$ cat src/rtl/cmp_sort4_ctrl.sv
// Sorts four unsigned W-bit words ascending with a single shared comparator,
// one compare per clock (bubble sort with early exit), start/done handshake.
module cmp_sort4_ctrl #(
  parameter int unsigned W = 4
) (
  input  logic           i_clk,
  input  logic           i_rst,
  input  logic           i_start,
  input  logic [4*W-1:0] i_din,
  output logic           o_busy,
  output logic           o_done,
  output logic [4*W-1:0] o_dout,
  output logic [2:0]     o_swaps,
  output logic           o_eq_seen
);

  typedef enum logic [1:0] {StIdle, StCmp, StDone} state_e;

  state_e             r_state, w_state_next;
  logic [3:0][W-1:0]  r_w, w_sw;
  logic [3:0][W-1:0]  r_dout;
  logic [1:0]         r_pass, r_idx;
  logic               r_pass_swap, r_eq, r_eq_seen;
  logic [2:0]         r_cnt, r_swaps;

  logic [1:0]         w_idx_b, w_last;
  logic [W-1:0]       w_a, w_b;
  logic               w_gt, w_eq, w_pass_end, w_finish;

  // Shared comparator and the work array after this cycle's optional swap.
  always_comb begin
    w_idx_b    = r_idx + 2'd1;
    w_last     = 2'd2 - r_pass;
    w_a        = r_w[r_idx];
    w_b        = r_w[w_idx_b];
    w_gt       = w_a > w_b;
    w_eq       = w_a == w_b;
    w_pass_end = r_idx == w_last;
    w_finish   = w_pass_end && ((r_pass == 2'd2) || !(r_pass_swap || w_gt));
    w_sw       = r_w;
    if (w_gt) begin
      w_sw[r_idx]   = w_b;
      w_sw[w_idx_b] = w_a;
    end
  end

  always_comb begin
    w_state_next = r_state;
    case (r_state)
      StIdle:  if (i_start) w_state_next = StCmp;
      StCmp:   if (w_finish) w_state_next = StDone;
      StDone:  w_state_next = StIdle;
      default: w_state_next = StIdle;
    endcase
  end

  always_ff @(posedge i_clk) begin
    if (i_rst) begin
      r_state     <= StIdle;
      r_w         <= '0;
      r_dout      <= '0;
      r_pass      <= '0;
      r_idx       <= '0;
      r_pass_swap <= 1'b0;
      r_eq        <= 1'b0;
      r_eq_seen   <= 1'b0;
      r_cnt       <= '0;
      r_swaps     <= '0;
    end else begin
      r_state <= w_state_next;
      case (r_state)
        StIdle: begin
          if (i_start) begin
            r_w         <= i_din;
            r_pass      <= '0;
            r_idx       <= '0;
            r_pass_swap <= 1'b0;
            r_cnt       <= '0;
            r_eq        <= 1'b0;
          end
        end
        StCmp: begin
          r_w <= w_sw;
          if (w_gt) begin
            r_cnt       <= r_cnt + 3'd1;
            r_pass_swap <= 1'b1;
          end
          if (w_eq) r_eq <= 1'b1;
          if (!w_pass_end) begin
            r_idx <= w_idx_b;
          end else if (w_finish) begin
            // Results land on the edge into DONE so they appear alongside done.
            r_dout    <= w_sw;
            r_swaps   <= r_cnt + {2'b00, w_gt};
            r_eq_seen <= r_eq | w_eq;
          end else begin
            r_pass      <= r_pass + 2'd1;
            r_idx       <= '0;
            r_pass_swap <= 1'b0;
          end
        end
        default: ;
      endcase
    end
  end

  assign o_busy    = r_state != StIdle;
  assign o_done    = r_state == StDone;
  assign o_dout    = r_dout;
  assign o_swaps   = r_swaps;
  assign o_eq_seen = r_eq_seen;

endmodule

$ cat config.mk
export PLATFORM = sky130hd
export DESIGN_NAME = cmp_sort4_ctrl
export DESIGN_NICKNAME = d
export VERILOG_FILES = /design/src/rtl/cmp_sort4_ctrl.sv
export SDC_FILE = /design/constraint.sdc
export NUM_CORES = 1
export LEC_CHECK = 0
export ABC_AREA = 0
export CAP_MARGIN = 25
export CELL_PAD_IN_SITES_DETAIL_PLACEMENT = 1
export CELL_PAD_IN_SITES_GLOBAL_PLACEMENT = 1
export CORE_UTILIZATION = 39
export CTS_BUF_LIST = sky130_fd_sc_hd__clkbuf_8
export CTS_CLUSTER_DIAMETER = 100
export CTS_CLUSTER_SIZE = 25
export DETAILED_ROUTE_END_ITERATION = 6
export GPL_TIMING_DRIVEN = 0
export PLACE_DENSITY = 0.85
export SLEW_MARGIN = 40
export SYNTH_ARGS = -nofsm -noshare
export SYNTH_HDL_FRONTEND = slang
export SYNTH_SLANG_ARGS = --single-unit
export TNS_END_PERCENT = 10
$ cat constraint.sdc
create_clock -name i_clk -period 3.7 [get_ports i_clk]
set_input_delay 0.925 -clock i_clk [delete_from_list [all_inputs] [get_ports i_clk]]
set_output_delay 0.925 -clock i_clk [all_outputs]
set_load 0.02 [all_outputs]
==> flow_metrics.tcl <==
set metrics [dict create \
    outcome "complete, no violations" \
    worst_path_class_setup "reg -> reg" \
    core_region_area_mm2 0.00785 \
    power.share.sequential_pct 16.3 \
    setup.worst_path.end_class "flip-flop" \
    crit_start "r_idx[1]" \
    wire_length_of_the_first_global_routing_pass_mm 18.9 \
    syn_area_per_cell_um2 8.75 \
    drc_errors 0 \
    r2r.worst_path.cells 18 \
    ff2ff_setup_slack_ps 30 \
    detailed_place_hpwl_mm 8.73 \
    dr.max_layer_used "met4" \
    placed_cells_incl_taps 508 \
    n_antenna_cell 0 \
    finalCriticalPeriod_ps 3670 \
    comb_power_share_pct 75.1 \
    critical_path.startpoint_type "flip-flop" \
    final_cells 532 \
    cts.htree.levels 2 \
    primary_flip_flop_cell_chosen_by_synthesis_mapping "sky130_fd_sc_hd__dfxtp_1" \
    numClockSinks 47 \
    final_net_count 464 \
    gp_routability_congestion 0.936 \
    grt_pass1_vias 3475 \
    layout-drive-gt1-share_pct 17.4 \
    power.density_cell_area_mw_per_mm2 1110 \
    timing.max_cap.violations 0 \
    grt_util_all_layers_pct 28.8 \
    detailed_route_wirelength_on_metal2_mm 5.88 \
    die_h_um 92.6 \
    hp-class "reg -> reg" \
    fin_setup_tns_ps 0 \
    count_of_final_hold_check_violations 0 \
    power_report.internal_total_mw 2.19 \
    critical_path.reg2reg.endpoint "o_swaps[2]" \
    hold_start "o_dout[4]" \
    synthesis.yosys.warnings 0 \
    effective_utilization_at_floorplan_pct 40.8 \
    design_power_total_mw 4.56 \
    grt-ovfl-total 0 \
    detail_route.wirelength_mm 12.2 \
    power.share.clock_pct 8.6 \
    routed_met1_length_mm 5.23 \
    pin_count 41 \
    netSwitchingPower_mw 2.37 \
    async_flop_share_pct 0 \
    synth.cell_area_mm2 0.00320 \
    layout_commonest_cell "sky130_fd_sc_hd__dfxtp_1" \
    postRouteAntennaNets 0 \
    num_rows 32 \
    crit_end "o_swaps[2]" \
    dr_wl_met3_um 765 \
    timing.final.max_slew_violations 0 \
    routed_via_density 6.35 \
    syn_to_final_growth_pct 28.0 \
    synth_sequential_area_ratio_pct 29.4 \
    synthDistinctLibCells 56 \
    power.ir.vdd_worst_v 0.000525 \
    clk_pin_slew_worst_paths_ps 90 \
    drt_first_iter_violations 254 \
    clk_path_buf_depth 2 \
    cts_tree "done" \
    pin_count_of_the_biggest_net_entering_global_routing 17 \
    worst-endpoint-arrival_ps 3890 \
    maxSlewHeadroom_pct 51.5 \
    crit_path_max_fanout 10 \
    synth_enable_flop_cells 0 \
    cts_inserted_buffers 5 \
    skew_ps 14.7 \
    clock_latency_at_the_later_pin_of_the_worst_skew_pair_ps 310 \
    routed_wire_length_per_instance_um 22.9 \
    final-setup-viol-count 0 \
    drtPass1Iterations 5 \
    syn-instance-count 366 \
    ctsHoldBuffers 0 \
    mostFrequentLayoutCells "sky130_fd_sc_hd__dfxtp_1 (45), sky130_fd_sc_hd__clkdlybuf4s50_1 (40), sky130_fd_sc_hd__o22ai_1 (31)" \
    worstReg2RegStart "r_idx[1]" \
    die_ar_mm2 0.00858 \
    worstPathRequired_ps 3920 \
    postSynthRegisterBits 47 \
    final_min_period_over_clock_period_pct 99.3 \
    power_switching_share_pct 52.0 \
    die_w_um 92.6 \
    timing_worst_slew_pin_value_ps 727 \
    max_freq_mhz 272 \
    detailroute.via_count 3376 \
    cellLeakagePower_nw 1.41 \
    root_buffer "sky130_fd_sc_hd__clkbuf_8" \
    io_buffers 40 \
    grt_antenna_before_repair 0 \
    synth_nets 401 \
]
-- worst min path at each step --
stage                        endpoint  slack [ps]  cells past startpoint
final                       o_dout[4]         480                      2
after global routing       o_dout[11]         500                      2
after CTS                   o_dout[6]         490                      2
after detailed placement    o_dout[6]         460                      2
after global placement      o_dout[4]         460                      2
after floorplan           r_pass_swap         460                      2
-- synth_stat cells (9+ instances only) --
library cell	n	area, um^2
sky130_fd_sc_hd__nand2_1	24	90.1
sky130_fd_sc_hd__dfxtp_1	47	941
sky130_fd_sc_hd__nand3_1	12	60.1
sky130_fd_sc_hd__a22oi_1	13	97.6
sky130_fd_sc_hd__mux2_2	9	101
sky130_fd_sc_hd__mux2i_1	12	120
sky130_fd_sc_hd__a211oi_1	11	82.6
sky130_fd_sc_hd__a21oi_1	22	110
sky130_fd_sc_hd__o22ai_1	31	194
sky130_fd_sc_hd__nor3_1	14	70.1
sky130_fd_sc_hd__clkbuf_1	10	37.5
sky130_fd_sc_hd__nor2_1	17	63.8
sky130_fd_sc_hd__ha_1	16	200
-- sequential cells by signal, indices dropped and copies added, names as in the netlist --
signal / count
o_dout: 16
r_w: 16
o_swaps: 3
r_cnt: 3
r_idx: 2
r_pass: 2
r_state: 2
o_eq_seen: 1
r_eq: 1
r_pass_swap: 1
-- critical path: stages, from the launching register on --
cell and delay [ps]:
sky130_fd_sc_hd__dfxtp_4 380, sky130_fd_sc_hd__buf_8 160, sky130_fd_sc_hd__inv_2 90, sky130_fd_sc_hd__ha_4 280, sky130_fd_sc_hd__buf_6 140, sky130_fd_sc_hd__buf_12 140
sky130_fd_sc_hd__mux2i_1 430, sky130_fd_sc_hd__nand2_1 110, sky130_fd_sc_hd__o21ai_1 120, sky130_fd_sc_hd__ha_1 310, sky130_fd_sc_hd__o21a_1 160, sky130_fd_sc_hd__o21ai_4 180
sky130_fd_sc_hd__or2_4 170, sky130_fd_sc_hd__buf_8 140, sky130_fd_sc_hd__clkinvlp_4 90, sky130_fd_sc_hd__ha_1 180, sky130_fd_sc_hd__ha_1 180, sky130_fd_sc_hd__xnor2_1 120
sky130_fd_sc_hd__a211oi_1 180
-- what timing repair did --
| item | in CTS | in global routing |
|---|---|---|
| setup endpoints to repair | 45 | 20 |
| pin swaps | 3 | 8 |
| setup buffers | 4 | 11 |
| gates resized for setup | 20 | 9 |
| gates cloned | 0 | 1 |
-- power groups by stage --
stage | Sequential, mW | Clock, mW | Combinational, mW
final | 0.744 | 0.395 | 3.43
after global routing | 0.751 | 0.425 | 3.61
after CTS | 0.730 | 0.401 | 3.10
after detailed placement | 0.738 | 0 | 2.81
after global placement | 0.730 | 0 | 2.74
after floorplan | 0.701 | 0 | 1.97
-- area by class of cell --
type | instances | area, um^2
Buffer | 24 | 198
Sequential cell | 47 | 948
Multi-Input combinational cell | 286 | 2130
Inverter | 9 | 40.0
Clock inverter | 3 | 46.3
Tap cell | 102 | 128
Timing Repair Buffer | 56 | 538
Clock buffer | 5 | 68.8
Fill cell | 946 | 3750
-- metrics by stage --
stage          instance area, um^2  hold WS, ps  worst slack, ps  utilization (%)
2_1_floorplan                 3200          462             80.1                -
3_3_place_gp                  3730          463             -679             47.5
3_5_place_dp                  3730          463             -699             47.5
4_1_cts                       3940          485             3.73             50.3
5_1_grt                       4100          503             -113             52.2
6_report                      4100          484             27.7             52.2
-- cell families (layout without fill, tap and decap cells) --
logic type	count (synthesis)	in the layout	synth area share, %
AOI/OAI and AO/OA	131	131	29.5
and+or+nand+nor	109	109	17.9
DFF	47	47	29.4
buffers and inverters	33	97	6.33
muxes	26	26	9.50
adders and majority gates	16	16	6.25
xor gates and xnor gates	4	4	1.09
-- layer usage --
layer  vias up  GRT usage, %
li1       1545             -
met1      1657          37.8
met2       148          47.7
met3        26          5.09
met4         0          8.85
met5         -             0
Power figures use the tool's default switching activity.
